==> src/rtl/lcd_pkg.sv <==
// lcd_pkg: shared types and constants for the HD44780 write engine.
// FSM states, init command ROM and the clear/home command codes.
package lcd_pkg;

  typedef enum logic [2:0] {
    ST_PWRUP,
    ST_INIT_LOAD,
    ST_SETUP,
    ST_EN_HI,
    ST_HOLD,
    ST_WAIT,
    ST_IDLE
  } lcd_state_e;

  localparam int INIT_LEN = 4;
  localparam int K_W      = $clog2(INIT_LEN);

  localparam logic [7:0] INIT_FUNC = 8'h38;
  localparam logic [7:0] INIT_DISP = 8'h0C;
  localparam logic [7:0] INIT_CLR  = 8'h01;
  localparam logic [7:0] INIT_MODE = 8'h06;

  localparam logic [7:0] CMD_CLR      = 8'h01;
  localparam logic [7:0] CMD_HOME     = 8'h02;
  localparam logic [7:0] CMD_HOME_ALT = 8'h03;

  function automatic int imax(input int a, input int b);
    return (a > b) ? a : b;
  endfunction

  function automatic logic [7:0] init_rom(
    input logic [K_W-1:0] k
  );
    case (k)
      K_W'(0): return INIT_FUNC;
      K_W'(1): return INIT_DISP;
      K_W'(2): return INIT_CLR;
      default: return INIT_MODE;
    endcase
  endfunction

  // Clear and return-home need the long execution wait.
  function automatic logic is_long_cmd(
    input logic       rs,
    input logic [7:0] d
  );
    return !rs && (d == CMD_CLR ||
                   d == CMD_HOME ||
                   d == CMD_HOME_ALT);
  endfunction

endpackage

==> src/rtl/lcd_delay_timer.sv <==
// lcd_delay_timer: loadable down-counter shared by all engine phases.
// Ports: i_load/i_val reload the count, o_done is high while count is 0.
module lcd_delay_timer #(
  parameter int             W       = 8,
  parameter logic [W-1:0]   RST_VAL = '0
) (
  input  logic         i_clk,
  input  logic         i_rst_n,
  input  logic         i_load,
  input  logic [W-1:0] i_val,
  output logic         o_done
);

  localparam logic [W-1:0] ONE = W'(1);

  logic [W-1:0] r_cnt;

  always_ff @(posedge i_clk or negedge i_rst_n) begin
    if (!i_rst_n) begin
      r_cnt <= RST_VAL;
    end else if (i_load) begin
      r_cnt <= i_val;
    end else if (r_cnt != '0) begin
      r_cnt <= r_cnt - ONE;
    end
  end

  assign o_done = (r_cnt == '0);

endmodule

==> src/rtl/lcd_write_ctrl.sv <==
// lcd_write_ctrl: hardware-timed HD44780 write engine with power-up init.
// Ports: i_valid/o_ready/i_rs/i_data request side, o_lcd_* pins, o_init_done.
module lcd_write_ctrl
  import lcd_pkg::*;
#(
  parameter int PWRUP_CYC    = 750000,
  parameter int SETUP_CYC    = 2,
  parameter int EN_HIGH_CYC  = 12,
  parameter int HOLD_CYC     = 2,
  parameter int CMD_WAIT_CYC = 2000,
  parameter int CLR_WAIT_CYC = 82000
) (
  input  logic       i_clk,
  input  logic       i_rst_n,
  input  logic       i_valid,
  output logic       o_ready,
  input  logic       i_rs,
  input  logic [7:0] i_data,
  output logic [7:0] o_lcd_data,
  output logic       o_lcd_rs,
  output logic       o_lcd_rw,
  output logic       o_lcd_en,
  output logic       o_lcd_on,
  output logic       o_init_done
);

  localparam int MAXC = imax(imax(imax(PWRUP_CYC, SETUP_CYC),
                                  imax(EN_HIGH_CYC, HOLD_CYC)),
                             imax(CMD_WAIT_CYC, CLR_WAIT_CYC));
  localparam int CW = $clog2(MAXC) + 1;

  localparam logic [CW-1:0] SU_LD = CW'(SETUP_CYC - 1);
  localparam logic [CW-1:0] EH_LD = CW'(EN_HIGH_CYC - 1);
  localparam logic [CW-1:0] HO_LD = CW'(HOLD_CYC - 1);

  // PWRUP and WAIT each give their last cycle to the following
  // INIT_LOAD/IDLE cycle, so the next load edge lands exactly
  // N cycles after the phase starts.
  localparam logic [CW-1:0] PW_RST =
    (PWRUP_CYC > 1) ? CW'(PWRUP_CYC - 2) : '0;
  localparam lcd_state_e RST_ST =
    (PWRUP_CYC > 1) ? ST_PWRUP : ST_INIT_LOAD;

  if (PWRUP_CYC < 1 || SETUP_CYC < 1 || EN_HIGH_CYC < 1 ||
      HOLD_CYC < 1 || CMD_WAIT_CYC < 1 ||
      CLR_WAIT_CYC < 1) begin : g_bad_param
    $error("lcd_write_ctrl: cycle parameters must be >= 1");
  end

  lcd_state_e     r_state;
  lcd_state_e     w_state_nxt;
  logic           w_ld;
  logic [CW-1:0]  w_ld_val;
  logic           w_done;
  logic           w_acc;
  logic           w_fin;
  logic           w_last;
  logic [CW-1:0]  w_wait_len;

  logic [K_W-1:0] r_k;
  logic           r_ready;
  logic           r_en;
  logic           r_rs;
  logic           r_on;
  logic           r_init_done;
  logic [7:0]     r_data;

  logic [K_W-1:0] w_k_nxt;
  logic           w_ready_nxt;
  logic           w_en_nxt;
  logic           w_rs_nxt;
  logic           w_done_nxt;
  logic [7:0]     w_data_nxt;

  lcd_delay_timer #(
    .W       (CW),
    .RST_VAL (PW_RST)
  ) u_timer (
    .i_clk   (i_clk),
    .i_rst_n (i_rst_n),
    .i_load  (w_ld),
    .i_val   (w_ld_val),
    .o_done  (w_done)
  );

  assign w_wait_len = is_long_cmd(r_rs, r_data) ?
                      CW'(CLR_WAIT_CYC) : CW'(CMD_WAIT_CYC);
  assign w_last = (r_k == K_W'(INIT_LEN - 1));

  always_ff @(posedge i_clk or negedge i_rst_n) begin
    if (!i_rst_n) r_state <= RST_ST;
    else          r_state <= w_state_nxt;
  end

  always_comb begin
    w_state_nxt = r_state;
    w_ld        = 1'b0;
    w_ld_val    = '0;
    w_acc       = 1'b0;
    w_fin       = 1'b0;
    unique case (r_state)
      ST_PWRUP: begin
        if (w_done) w_state_nxt = ST_INIT_LOAD;
      end
      ST_INIT_LOAD: w_acc = 1'b1;
      ST_IDLE:      w_acc = i_valid;
      ST_SETUP: begin
        if (w_done) begin
          w_state_nxt = ST_EN_HI;
          w_ld        = 1'b1;
          w_ld_val    = EH_LD;
        end
      end
      ST_EN_HI: begin
        if (w_done) begin
          w_state_nxt = ST_HOLD;
          w_ld        = 1'b1;
          w_ld_val    = HO_LD;
        end
      end
      ST_HOLD: begin
        if (w_done) begin
          if (w_wait_len > CW'(1)) begin
            w_state_nxt = ST_WAIT;
            w_ld        = 1'b1;
            w_ld_val    = w_wait_len - CW'(2);
          end else begin
            w_fin = 1'b1;
          end
        end
      end
      ST_WAIT: w_fin = w_done;
      default: w_state_nxt = RST_ST;
    endcase
    if (w_acc) begin
      w_state_nxt = ST_SETUP;
      w_ld        = 1'b1;
      w_ld_val    = SU_LD;
    end
    if (w_fin) begin
      w_state_nxt = (r_init_done || w_last) ?
                    ST_IDLE : ST_INIT_LOAD;
    end
  end

  always_comb begin
    w_ready_nxt = (w_state_nxt == ST_IDLE);
    w_en_nxt    = (w_state_nxt == ST_EN_HI);
    w_rs_nxt    = r_rs;
    w_data_nxt  = r_data;
    w_k_nxt     = r_k;
    w_done_nxt  = r_init_done | (w_fin & w_last);
    if (r_state == ST_INIT_LOAD) begin
      w_rs_nxt   = 1'b0;
      w_data_nxt = init_rom(r_k);
    end else if (w_acc) begin
      w_rs_nxt   = i_rs;
      w_data_nxt = i_data;
    end
    if (w_fin && !r_init_done && !w_last) begin
      w_k_nxt = r_k + K_W'(1);
    end
  end

  always_ff @(posedge i_clk or negedge i_rst_n) begin
    if (!i_rst_n) begin
      r_k         <= '0;
      r_ready     <= 1'b0;
      r_en        <= 1'b0;
      r_rs        <= 1'b0;
      r_data      <= '0;
      r_on        <= 1'b0;
      r_init_done <= 1'b0;
    end else begin
      r_k         <= w_k_nxt;
      r_ready     <= w_ready_nxt;
      r_en        <= w_en_nxt;
      r_rs        <= w_rs_nxt;
      r_data      <= w_data_nxt;
      r_on        <= 1'b1;
      r_init_done <= w_done_nxt;
    end
  end

  assign o_ready     = r_ready;
  assign o_lcd_en    = r_en;
  assign o_lcd_rs    = r_rs;
  assign o_lcd_data  = r_data;
  assign o_lcd_rw    = 1'b0;
  assign o_lcd_on    = r_on;
  assign o_init_done = r_init_done;

endmodule

==> config.mk <==
export PLATFORM = sky130hd
export DESIGN_NAME = lcd_write_ctrl
export DESIGN_NICKNAME = d
export VERILOG_FILES = /design/src/rtl/lcd_pkg.sv /design/src/rtl/lcd_delay_timer.sv /design/src/rtl/lcd_write_ctrl.sv
export SDC_FILE = /design/constraint.sdc
export NUM_CORES = 1
export LEC_CHECK = 0
export CORE_MARGIN = 3
export CORE_UTILIZATION = 60
export CTS_BUF_LIST = sky130_fd_sc_hd__clkbuf_16
export CTS_CLUSTER_SIZE = 14
export DETAILED_ROUTE_END_ITERATION = 8
export GPL_TIMING_DRIVEN = 0
export PLACE_DENSITY = 0.84
export SYNTH_ARGS = -nofsm -noshare
export SYNTH_HDL_FRONTEND = slang
export SYNTH_HIERARCHICAL = 1
export SYNTH_SLANG_ARGS = --single-unit
==> constraint.sdc <==
create_clock -name i_clk -period 5 [get_ports i_clk]
set_clock_uncertainty 0.15 [all_clocks]
set_input_delay 0.75 -clock i_clk [delete_from_list [all_inputs] [get_ports i_clk]]
set_output_delay 0.75 -clock i_clk [all_outputs]
set_load 0.01 [all_outputs]
==> metrics.md, run 1 <==
| Metric | Value |
|---|---|
| Status | `finished clean` |
| Synth Flop Type | `dfrtp_1` |
| Gr ovfl total | `0` |
| Synth Area in XOR/XNOR | `0.0717` |
| Num ports | `26` |
| Synthesized cell area | `~2300 um2` |
| DIE HEIGHT | `between 60 and 70 um` |
| Leakage | `approximately 1.1 nW` |
| Clock tree buffer depth | `2` |
| First-pass GRT wire length | `slightly below 9000 um` |
| Antenna Nets Post-Route | `0` |
| Area Growth Syn to Fin | `20.2%` |
| Drt drc | `0` |
| Hold_buf cts | `0` |
| VDD IR max | `about 0.24 mV` |
| Share of synthesized area spent on multiplexers | `0.0404` |
| Layout cells sized above 1 | `0.149` |
| CTS tree | `built` |
| Reg power frac | `0.430` |
| Final period util | `0.716` |
| Post-Layout Cell Count | `about 320` |
| Synth Instances | `227` |
| Die Span X | `approximately 68 um` |
| Seq cells post-synth | `39` |
| Min Clock Period, post-route | `around 3600 ps` |
| Fin nets | `~290` |
| Synth cell types | `a little over 50` |
| Sequential element share of the synthesized area | `0.427` |
| Synth Area in Simple Gates | `0.225` |
| Cell taking the most area after synthesis | `dfrtp_1` |
| Power Internal | `around 0.92 mW` |
| Largest net degree at the start of global routing | `40` |
| Vias per inst | `around 5.7` |
| Critical path cell sequence | `inv_1, ha_1, or4b_1, nor4b_4, and2_1, buf_4, nor2b_1, a21oi_1, o22ai_1, clkbuf_1, clkbuf_1, a21oi_1, o31ai_1, o21a_1` |
| Die area | `4650 um2` |
| N_diodes | `0` |
| Top-area cell type share of the netlist area | `0.291` |
| Cell count after placement | `slightly above 300` |
| Synth warnings | `6` |
| CTS buffer count | `5` |
| TritonRoute pass-1 iters | `4` |
| Total power | `1.41 mW` |
| HP Class | `flop to flop` |
| Aggregate global-route resource usage | `0.259` |
| Clock-pin slew on the worst setup and hold paths | `approximately 50 ps` |
| Compound-Gate Fraction of Synth Area | `0.153` |
| Worst Max-Slew Pin Slew | `~850 ps` |
| PortBufs | `24` |
| Drt initial violations | `about 160` |
| Vias in the first global route | `between 1500 and 2000` |
| Fin area | `~2800 um2` |
| Initial Utilization | `0.659` |
| Largest family of logic cells by synthesized area | `simple AND/OR/NAND/NOR gates` |
| Post-CTS Setup Repair Bufs | `0` |
| Achievable frequency | `around 280 MHz` |
| Slowest CP cell | `or4b_1` |
| Data required, critical path | `around 5000 ps` |
| Switching Fraction | `0.346` |
| Net Sw Power | `0.488 mW` |
| Initial antenna violation count | `0` |
| Post-Route WL | `5150 um` |
| Async S/R FF share, synth | `1.00` |
| Post-layout util | `0.792` |
| Count of flip-flops with a built-in enable after synthesis | `0` |
| Pre-CTS WS | `1500 ps` |
| Cell with the most instances after synthesis | `dfrtp_1` |
| # clock sinks | `39` |
| Worst-Skew Late Latency | `about 270 ps` |
| Max Cap Viol | `0` |
| Synth Area in Adders | `0.0377` |
| Area of the core | `roughly 3500 um2` |
| Syn_area_per_cell | `~10 um2` |
| H-Tree Depth | `2` |
| PwrDens | `roughly 510 nW/um2` |
| RSZ-0062 raised after global routing | `false` |
| Fin worst setup slack | `1420 ps` |
| Crit-path max FO | `10` |
| WL/cell | `approximately 16 um` |
| Final setup vio count | `0` |
| Fin. Hold Viols | `0` |
| Placer Congestion | `between 0.8 and 0.9` |
| Max_slew headroom | `0.434` |
| Commonest cells in the netlist | `dfrtp_1, nand2_1, nor2_1, xnor2_1, a21oi_1` |
| Dominant cells by area after synthesis | `dfrtp_1, dfstp_2, xnor2_1, ha_1, a22o_1` |
| Worst setup EP type | `flop` |
| Vias | `1806` |
| Worst hold slack | `between 400 and 500 ps` |
| Combinational fraction of design power | `0.362` |
| Critical path arrival | `roughly 3600 ps` |
| CP peak stage delay | `about 500 ps` |
| Worst setup SP type | `flop` |
| Post-CTS sizing | `0` |
| Max Slew Vio Count | `0` |
| WS Path Type | `flop to flop` |
| Root buffer cell | `clkbuf_16` |
| FP Rows | `21` |
| Clk pwr share | `0.208` |
| Area of placed instances | `~2700 um2` |
| HPWL after detailed placement | `around 3700 um` |
| Setup TNS | `0 ps` |
-- registers in the layout, summed over array words and instances, names as in the netlist --
name	flops
u_timer/r_cnt	21
o_lcd_data	8
r_state	3
r_k	2
o_init_done	1
o_lcd_en	1
o_lcd_on	1
o_lcd_rs	1
o_ready	1
-- path summary, 6_finish.rpt --
check	from	endpoint	slack, ps	depth (start not counted)
worst max-delay path	u_timer/r_cnt[0]$_DFFE_PN0P_	u_timer/r_cnt[6]$_DFFE_PN0P_	1420	14
worst min-delay path	o_lcd_data[3]$_DFFE_PN0P_	o_lcd_data[3]$_DFFE_PN0P_	410	1
worst max register to register	u_timer/r_cnt[0]$_DFFE_PN0P_	u_timer/r_cnt[6]$_DFFE_PN0P_	1420	14
worst min register to register	o_lcd_data[3]$_DFFE_PN0P_	o_lcd_data[3]$_DFFE_PN0P_	410	1
max in group asynchronous	i_rst_n	u_timer/r_cnt[10]$_DFFE_PN0P_	3730	1
min in group asynchronous	i_rst_n	o_lcd_rs$_DFFE_PN0P_	430	1
-- placed cells by master, fill, tap and decap left out, types with 2 or more instances in the layout --
cell type,n
nor3_1,9
nor4b_4,2
xnor2_1,15
clkbuf_1,4
nor4_1,6
nor3b_1,5
a21o_1,2
nand2b_1,2
mux2i_1,6
or4_4,2
buf_2,6
dfrtp_1,27
a211oi_1,2
o41ai_1,2
o31ai_1,8
o21ai_0,4
dfstp_2,12
clkbuf_16,5
nor2_1,15
a22o_1,9
and2_1,3
nor2b_1,4
xor2_1,4
or4_1,3
buf_4,3
conb_1,12
a21oi_1,13
mux2_2,2
nand3_1,2
inv_1,7
o21a_1,2
o21ai_1,3
clkdlybuf4s50_1,23
ha_1,7
nand4b_1,2
nand2_1,18
-- power by group through the flow --
stage / combinational [mW] / sequential (mW) / clock, mW
2_1_floorplan: 0.342 / 0.594 / 0
3_3_place_gp: 0.489 / 0.600 / 0
3_5_place_dp: 0.506 / 0.606 / 0
4_1_cts: 0.514 / 0.606 / 0.299
5_1_grt: 0.569 / 0.627 / 0.312
6_report: 0.511 / 0.607 / 0.293
-- worst max-delay path: cells and delay by family, from the launching register on --
family          cells  cell delay [ps]
simple gates        4             1260
flops               1              410
compound gates      5              520
buf+inv             4              990
fa+ha+maj           1              170
-- cells by family after synthesis --
group	after synthesis
xor gates and xnor gates	19
muxes	9
AOI/OAI and AO/OA	51
buffers and inverters	18
other	2
adders and majority gates	7
and+or+nand+nor	82
DFF	39
-- cell type report --
| class | instances | area [um2] |
|---|---|---|
| clock inverter | 3 | 12.5 |
| buffer | 13 | 77.6 |
| sequential | 39 | 991 |
| multi-input combinational | 180 | 1270 |
| inverter | 5 | 18.8 |
| fill | 255 | 732 |
| timing repair buffer | 24 | 235 |
| clock buffer | 5 | 125 |
| tap | 46 | 57.6 |
-- routing by layer --
layer | track usage | vias up | routed length [um]
li1 | - | 893 | -
met1 | 0.355 | 874 | 2420
met2 | 0.409 | 31 | 2500
met3 | 0.0558 | 8 | 181
met4 | 0.0769 | 0 | 48
met5 | 0 | - | 0
(Power assumes the default switching activity.)
==> run 2, diff against run 1 <==
CORE_UTILIZATION = 56   (was 60)
PLACE_DENSITY = 0.79   (was 0.84)
clock period = 3.6 ns   (was 5 ns; I/O delays follow)
==> run 2 against run 1 <==
Compared with the run above: setup slack worse by 1200 ps; sequential power is 39% higher; final area is 1.3% higher; largest power group unchanged; critical path depth is 3 lower; worst hold slack worse by 200 ps; via count is 0.44% lower; first-iteration DRC count is 18% lower.
==> metrics.md, run 2 (synthesis gave the netlist of run 1 again) <==
| Metric | Value |
|---|---|
| Leakage | `1.16 nW (+1.7%)` |
| Max Slew Vio Count | `0 (unchanged)` |
| Status | `finished clean` |
| Clock-pin slew on the worst setup and hold paths | `60 ps (about the same)` |
| Most flop-heavy register | `u_timer/r_cnt` |
| Fin worst setup slack | `255 ps (-1160 ps)` |
| Reg-to-reg endpoint | `u_timer/r_cnt[10]$_DFFE_PN0P_` |
| PwrDens | `723 nW/um2 (+43%)` |
| Met2 Use GR | `0.318 (-0.0911)` |
| Die area | `4950 um2 (+6.5%)` |
| HPWL after detailed placement | `3570 um (-3.0%)` |
| Critical path arrival | `3370 ps (-270 ps)` |
| Most frequent cells in the layout | `dfrtp_1, clkdlybuf4s50_1, nand2_1, xnor2_1, nor2_1` |
| Antenna Nets Post-Route | `0 (unchanged)` |
| Fin. Hold Viols | `0 (unchanged)` |
| Max Cap Viol | `0 (unchanged)` |
| Cell count after placement | `309 (+0.65%)` |
| CTS tree | `built` |
| # clock sinks | `39 (unchanged)` |
| Worst setup SP type | `flop` |
| Max reg flops | `21 (unchanged)` |
| Vias in the first global route | `1694 (-5.5%)` |
| VDD IR max | `0.350 mV (+44%)` |
| First-pass GRT wire length | `8380 um (-4.2%)` |
| Layout fillers | `295 (+16%)` |
| Drt initial violations | `134 (-18%)` |
| Most common cell after layout, fill and taps aside | `dfrtp_1` |
| Num ports | `26 (unchanged)` |
| Vias per inst | `5.67 (-1.1%)` |
| RR Startpoint | `u_timer/r_cnt[0]$_DFFE_PN0P_` |
| DIE HEIGHT | `70.4 um (+3.2%)` |
| Drt drc | `0 (unchanged)` |
| Aggregate global-route resource usage | `0.214 (-0.0448)` |
| Worst reg2reg path depth | `11 (-3)` |
| Data required, critical path | `3630 ps (-1430 ps)` |
| FP Rows | `22 (+4.8%)` |
| N_diodes | `0 (unchanged)` |
| Post-CTS Setup Repair Bufs | `0 (unchanged)` |
| RSZ-0062 raised after global routing | `false` |
| Largest net degree at the start of global routing | `40 (unchanged)` |
| Crit-path max FO | `10 (unchanged)` |
| Vias | `1798 (-0.44%)` |
| Fin nets | `287 (unchanged)` |
| Area Growth Syn to Fin | `21.7%` |
| Min Clock Period, post-route | `3340 ps (-235 ps)` |
| Initial Utilization | `0.607 (-0.0526)` |
| Root buffer cell | `clkbuf_16` |
| Pre-CTS WS | `135 ps (-1370 ps)` |
| Post-Route WL | `5020 um (-2.5%)` |
| Area of the core | `3830 um2 (+8.7%)` |
| Placer Congestion | `0.846 (-0.41%)` |
| H-Tree Depth | `2 (unchanged)` |
| R2r setup slk | `260 ps (-1160 ps)` |
| Worst setup EP type | `flop` |
| TritonRoute pass-1 iters | `4 (unchanged)` |
| Gr ovfl total | `0 (unchanged)` |
| Met1 Use GR | `0.317 (-0.0385)` |
| Crit. Startpoint | `u_timer/r_cnt[0]$_DFFE_PN0P_` |
| Worst Max-Slew Pin Slew | `824 ps (-24.4 ps)` |
| Die Span X | `70.4 um (+3.2%)` |
| Achievable frequency | `299 MHz (+7.0%)` |
| WL/cell | `15.8 um (-3.2%)` |
| Met3 global-route usage | `0.0446 (-0.0112)` |
| Max_slew headroom | `0.450 (+0.0163)` |
| Setup TNS | `0 ps (unchanged)` |
| PortBufs | `24 (unchanged)` |
| Layout cells sized above 1 | `0.167 (+0.0186)` |
| Clock tree buffer depth | `2 (unchanged)` |
| HP Class | `input port to async pin` |
| WS Path Type | `flop to flop` |
| Post-Layout Cell Count | `317 (+0.63%)` |
| Initial antenna violation count | `0 (unchanged)` |
| Final setup vio count | `0 (unchanged)` |
| GRT busiest layer | `met2` |
| Final period util | `0.929 (+0.213)` |
| Worst-Skew Late Latency | `280 ps (about the same)` |
| CTS buffer count | `5 (unchanged)` |
==> run 2: layout make-up <==
cell class	count	area, um2	share of cell area
multi-input cells	180	1270	0.450
flip-flops and latches	39	991	0.351
repair buffers	24	235	0.0833
clock buffers	5	125	0.0443
plain buffers	13	85.1	0.0301
well taps	48	60.1	0.0213
clock inverters	3	38.8	0.0137
inverters	5	18.8	0.00664
==> run 2: power by group <==
| part | internal, mW | switching (mW) |
|---|---|---|
| Clock | 0.323 | 0.166 |
| Combinational | 0.382 | 0.328 |
| Sequential | 0.652 | 0.192 |
==> run 2: worst max path at each step <==
stage                     slack [ps]                            end  cells after the start
after floorplan                  580   u_timer/r_cnt[6]$_DFFE_PN0P_                     14
after global placement           140   u_timer/r_cnt[6]$_DFFE_PN0P_                     14
after detailed placement         130   u_timer/r_cnt[6]$_DFFE_PN0P_                     14
after CTS                         80   u_timer/r_cnt[6]$_DFFE_PN0P_                     14
after global routing              50   u_timer/r_cnt[6]$_DFFE_PN0P_                     14
final                            260  u_timer/r_cnt[10]$_DFFE_PN0P_                     11
==> run 2: critical path, stage by stage, from the launching register on <==
cell     delay (ps)
dfrtp_1         400
inv_1           140
ha_1            190
or4b_1          490
nor4b_4         300
and2_1          220
buf_4           180
nand2_2          90
nor3_1          520
nor2b_1         380
nand2_1          90
o31ai_1          80
==> run 2: through the flow <==
stage	area (um2)	power (mW)	util	hold slack [ps]
after floorplan	2360	1.30	-	94.4
final	2830	2.04	0.738	208
after global placement	2660	1.52	0.695	363
after detailed placement	2650	1.55	0.694	365
after CTS	2820	2.05	0.736	250
after global routing	2830	2.16	0.738	278
==> run 2: timing repair <==
action | 4_1_cts | 5_1_grt
resized for setup | 0 | 10
hold buffers | 0 | 0
endpoints found under the setup margin | 0 | 14
==> run 2: per-layer routing <==
layer	up-vias	part of all wire
met2	40	0.47
met1	865	0.48
met4	0	0.0062
met5	-	0
met3	4	0.041
li1	889	-
==> run 3, diff against run 2 <==
CORE_UTILIZATION = 55   (was 56)
PLACE_DENSITY = 0.78   (was 0.79)
SLEW_MARGIN = 20   (was default)
==> run 3 against run 2 <==
Compared with the run above: combinational power fell by 0.7%; clock-buffer cell count did not move; critical endpoint is now u_timer/r_cnt[6]$_DFFE_PN0P_; highest routed layer unchanged; global-route usage fell by 0.32 points; core utilization fell by 0.56 points; register-to-register slack got worse by 40 ps; largest power group unchanged.
==> metrics.md, run 3 (synthesis gave the netlist of run 1 again) <==
| Metric | Value |
|---|---|
| Multi-input logic area | `1270 um2 (unchanged)` |
| Fin nets | `288 (+0.35%)` |
| Fin. Hold Viols | `0 (unchanged)` |
| HP Class | `input port to async pin` |
| WL/cell | `15.7 um (-0.89%)` |
| Layout fillers | `280 (-5.1%)` |
| Clock tree buffer depth | `2 (unchanged)` |
| Cell with the most instances on the worst path | `a21oi_1` |
| N_diodes | `0 (unchanged)` |
| Vias | `1821 (+1.3%)` |
| CTS tree | `built` |
| Vias in the first global route | `1704 (+0.59%)` |
| Status | `finished clean` |
| PortBufs | `24 (unchanged)` |
| Drt drc | `0 (unchanged)` |
| Most frequent cells in the layout | `dfrtp_1, clkdlybuf4s50_1, nand2_1, xnor2_1, nor2_1` |
| Leakage | `1.17 nW (+0.40%)` |
| Root buffer cell | `clkbuf_16` |
| Vias per inst | `5.73 (+0.96%)` |
| FP Rows | `22 (unchanged)` |
| HPWL after detailed placement | `3530 um (-1.0%)` |
| VDD IR max | `0.434 mV (+24%)` |
| CP bufs+invs | `4 (+2)` |
| Worst setup SP type | `flop` |
| Net Sw Power | `0.682 mW (-0.53%)` |
| Slowest CP cell | `or4b_1` |
| # clock sinks | `39 (unchanged)` |
| Critical path arrival | `3460 ps (+90 ps)` |
| Num ports | `26 (unchanged)` |
| Max Slew Vio Count | `0 (unchanged)` |
| Most common cell after layout, fill and taps aside | `dfrtp_1` |
| Min Clock Period, post-route | `3390 ps (+42.7 ps)` |
| Power Internal | `1.28 mW (-5.3%)` |
| Initial antenna violation count | `0 (unchanged)` |
| Clock-pin slew on the worst setup and hold paths | `60 ps (about the same)` |
| Worst-Skew Late Latency | `280 ps (about the same)` |
| Placer Congestion | `0.831 (-1.7%)` |
| Final period util | `0.941 (+0.0119)` |
| Aggregate global-route resource usage | `0.211 (-0.00316)` |
| Layout cells sized above 1 | `0.159 (-0.00803)` |
| CTS buffer count | `5 (unchanged)` |
| Max reg flops | `21 (unchanged)` |
| Max_slew headroom | `0.519 (+0.0689)` |
| Post-CTS Setup Repair Bufs | `0 (unchanged)` |
| Die area | `5040 um2 (+1.7%)` |
| TritonRoute pass-1 iters | `4 (unchanged)` |
| Crit path max-delay family | `simple AND/OR/NAND/NOR gates` |
| Clk pwr share | `0.211 (-0.028)` |
| Antenna Nets Post-Route | `0 (unchanged)` |
| H-Tree Depth | `2 (unchanged)` |
| FF+latch area | `991 um2 (unchanged)` |
| DIE HEIGHT | `71.0 um (+0.82%)` |
| Die Span X | `71.0 um (+0.82%)` |
| Data required, critical path | `3670 ps (+40 ps)` |
| Post-Layout Cell Count | `318 (+0.32%)` |
| Post-Route WL | `4990 um (-0.58%)` |
| WS Path Type | `flop to flop` |
| Drt initial violations | `141 (+5.2%)` |
| Cell count after placement | `310 (+0.32%)` |
| Final setup vio count | `0 (unchanged)` |
| Gr ovfl total | `0 (unchanged)` |
| Achievable frequency | `295 MHz (-1.3%)` |
| Critical path cell sequence | `inv_1, ha_1, or4b_1, nor4b_4, and2_1, buf_4, nor2b_1, a21oi_1, o22ai_1, clkbuf_1, clkbuf_4, a21oi_1, o31ai_1, o21a_1` |
| Area Growth Syn to Fin | `21.7% (about the same)` |
| First-pass GRT wire length | `8400 um (+0.17%)` |
| Area of the core | `3850 um2 (+0.72%)` |
| PwrDens | `697 nW/um2 (-3.6%)` |
| Initial Utilization | `0.602 (-0.00433)` |
| Post-layout util | `0.733 (-0.00560)` |
| Combinational fraction of design power | `0.358 (+0.011)` |
| Largest net degree at the start of global routing | `26 (-35%)` |
| Crit-path max FO | `10 (unchanged)` |
| Switching Fraction | `0.347 (+0.0110)` |
| Worst Max-Slew Pin Slew | `714 ps (-110 ps)` |
| CP peak stage delay | `500 ps (-20 ps)` |
| Most flop-heavy register | `u_timer/r_cnt` |
| Reg power frac | `0.432 (+0.019)` |
| Max Cap Viol | `0 (unchanged)` |
| Worst setup EP type | `flop` |
[run 3: cell types whose count changed in the layout (fill, tap and decap cells not counted), sizes merged]
cell | before | now
inv | 5 | 8
clkinv | 2 | 0
bufinv | 1 | 0
clkbuf | 8 | 9
[run 3: through the flow]
step                      TNS, ps  area, um2  hold WS (ps)  power (mW)  setup slack [ps]
after floorplan                 0       2360          94.4        1.30               582
final                           0       2820          29.1        1.97               213
after CTS                       0       2820          46.2        1.97              80.8
after global placement          0       2660           356        1.52               109
after detailed placement        0       2680           341        1.54               139
after global routing        -2.65       2820          60.0        2.08             -2.65
[run 3: repair_timing]
action	in CTS	in global routing
gates resized for setup	0	8
hold buffers	0	0
setup endpoints to repair	0	13
[run 3: final timing paths]
| kind | from | end | slack [ps] | depth (start not counted) |
|---|---|---|---|---|
| min reg2reg | o_lcd_data[7]$_DFFE_PN0P_ | o_lcd_data[7]$_DFFE_PN0P_ | 380 | 1 |
| min in group i_clk | o_lcd_data[7]$_DFFE_PN0P_ | o_lcd_data[7]$_DFFE_PN0P_ | 380 | 1 |
| max reg2reg | u_timer/r_cnt[0]$_DFFE_PN0P_ | u_timer/r_cnt[6]$_DFFE_PN0P_ | 210 | 14 |
| max in group asynchronous | i_rst_n | u_timer/r_cnt[7]$_DFFE_PN1P_ | 2730 | 2 |
| max | u_timer/r_cnt[0]$_DFFE_PN0P_ | u_timer/r_cnt[6]$_DFFE_PN0P_ | 210 | 14 |
| min | i_rst_n | u_timer/r_cnt[4]$_DFFE_PN0P_ | 30 | 1 |
[run 3: worst register-to-register path: cells and delay by family, from the launching register on]
kind | cells | cell delay, ps
adder cells (fa/ha/maj) | 1 | 180
buffers and inverters | 4 | 820
flip-flops | 1 | 420
AO/OA/AOI/OAI | 5 | 520
AND/OR/NAND/NOR | 4 | 1240
[run 3: cell type report]
class                      count  area share
inverter                       5     0.00665
clock buffer                   5      0.0443
tap                           48      0.0213
clock inverter                 3     0.00399
timing repair buffer          25      0.0930
buffer                        13      0.0297
sequential                    39       0.351
multi-input combinational    180       0.450
[run 3: power by group through the flow]
stage               combinational (mW)  clock (mW)  sequential (mW)
global placement                 0.681           0            0.836
floorplan                        0.475           0            0.825
CTS                              0.702       0.418            0.845
finish                           0.704       0.414            0.849
detailed placement               0.697           0            0.844
global route                     0.769       0.439            0.875
[run 3: per-layer routing]
metal	part of all wire	wire length [um]	track usage
met5	0	0	0
met4	0.0084	42	0.0501
met3	0.060	300	0.0469
met2	0.44	2220	0.308
met1	0.49	2430	0.318
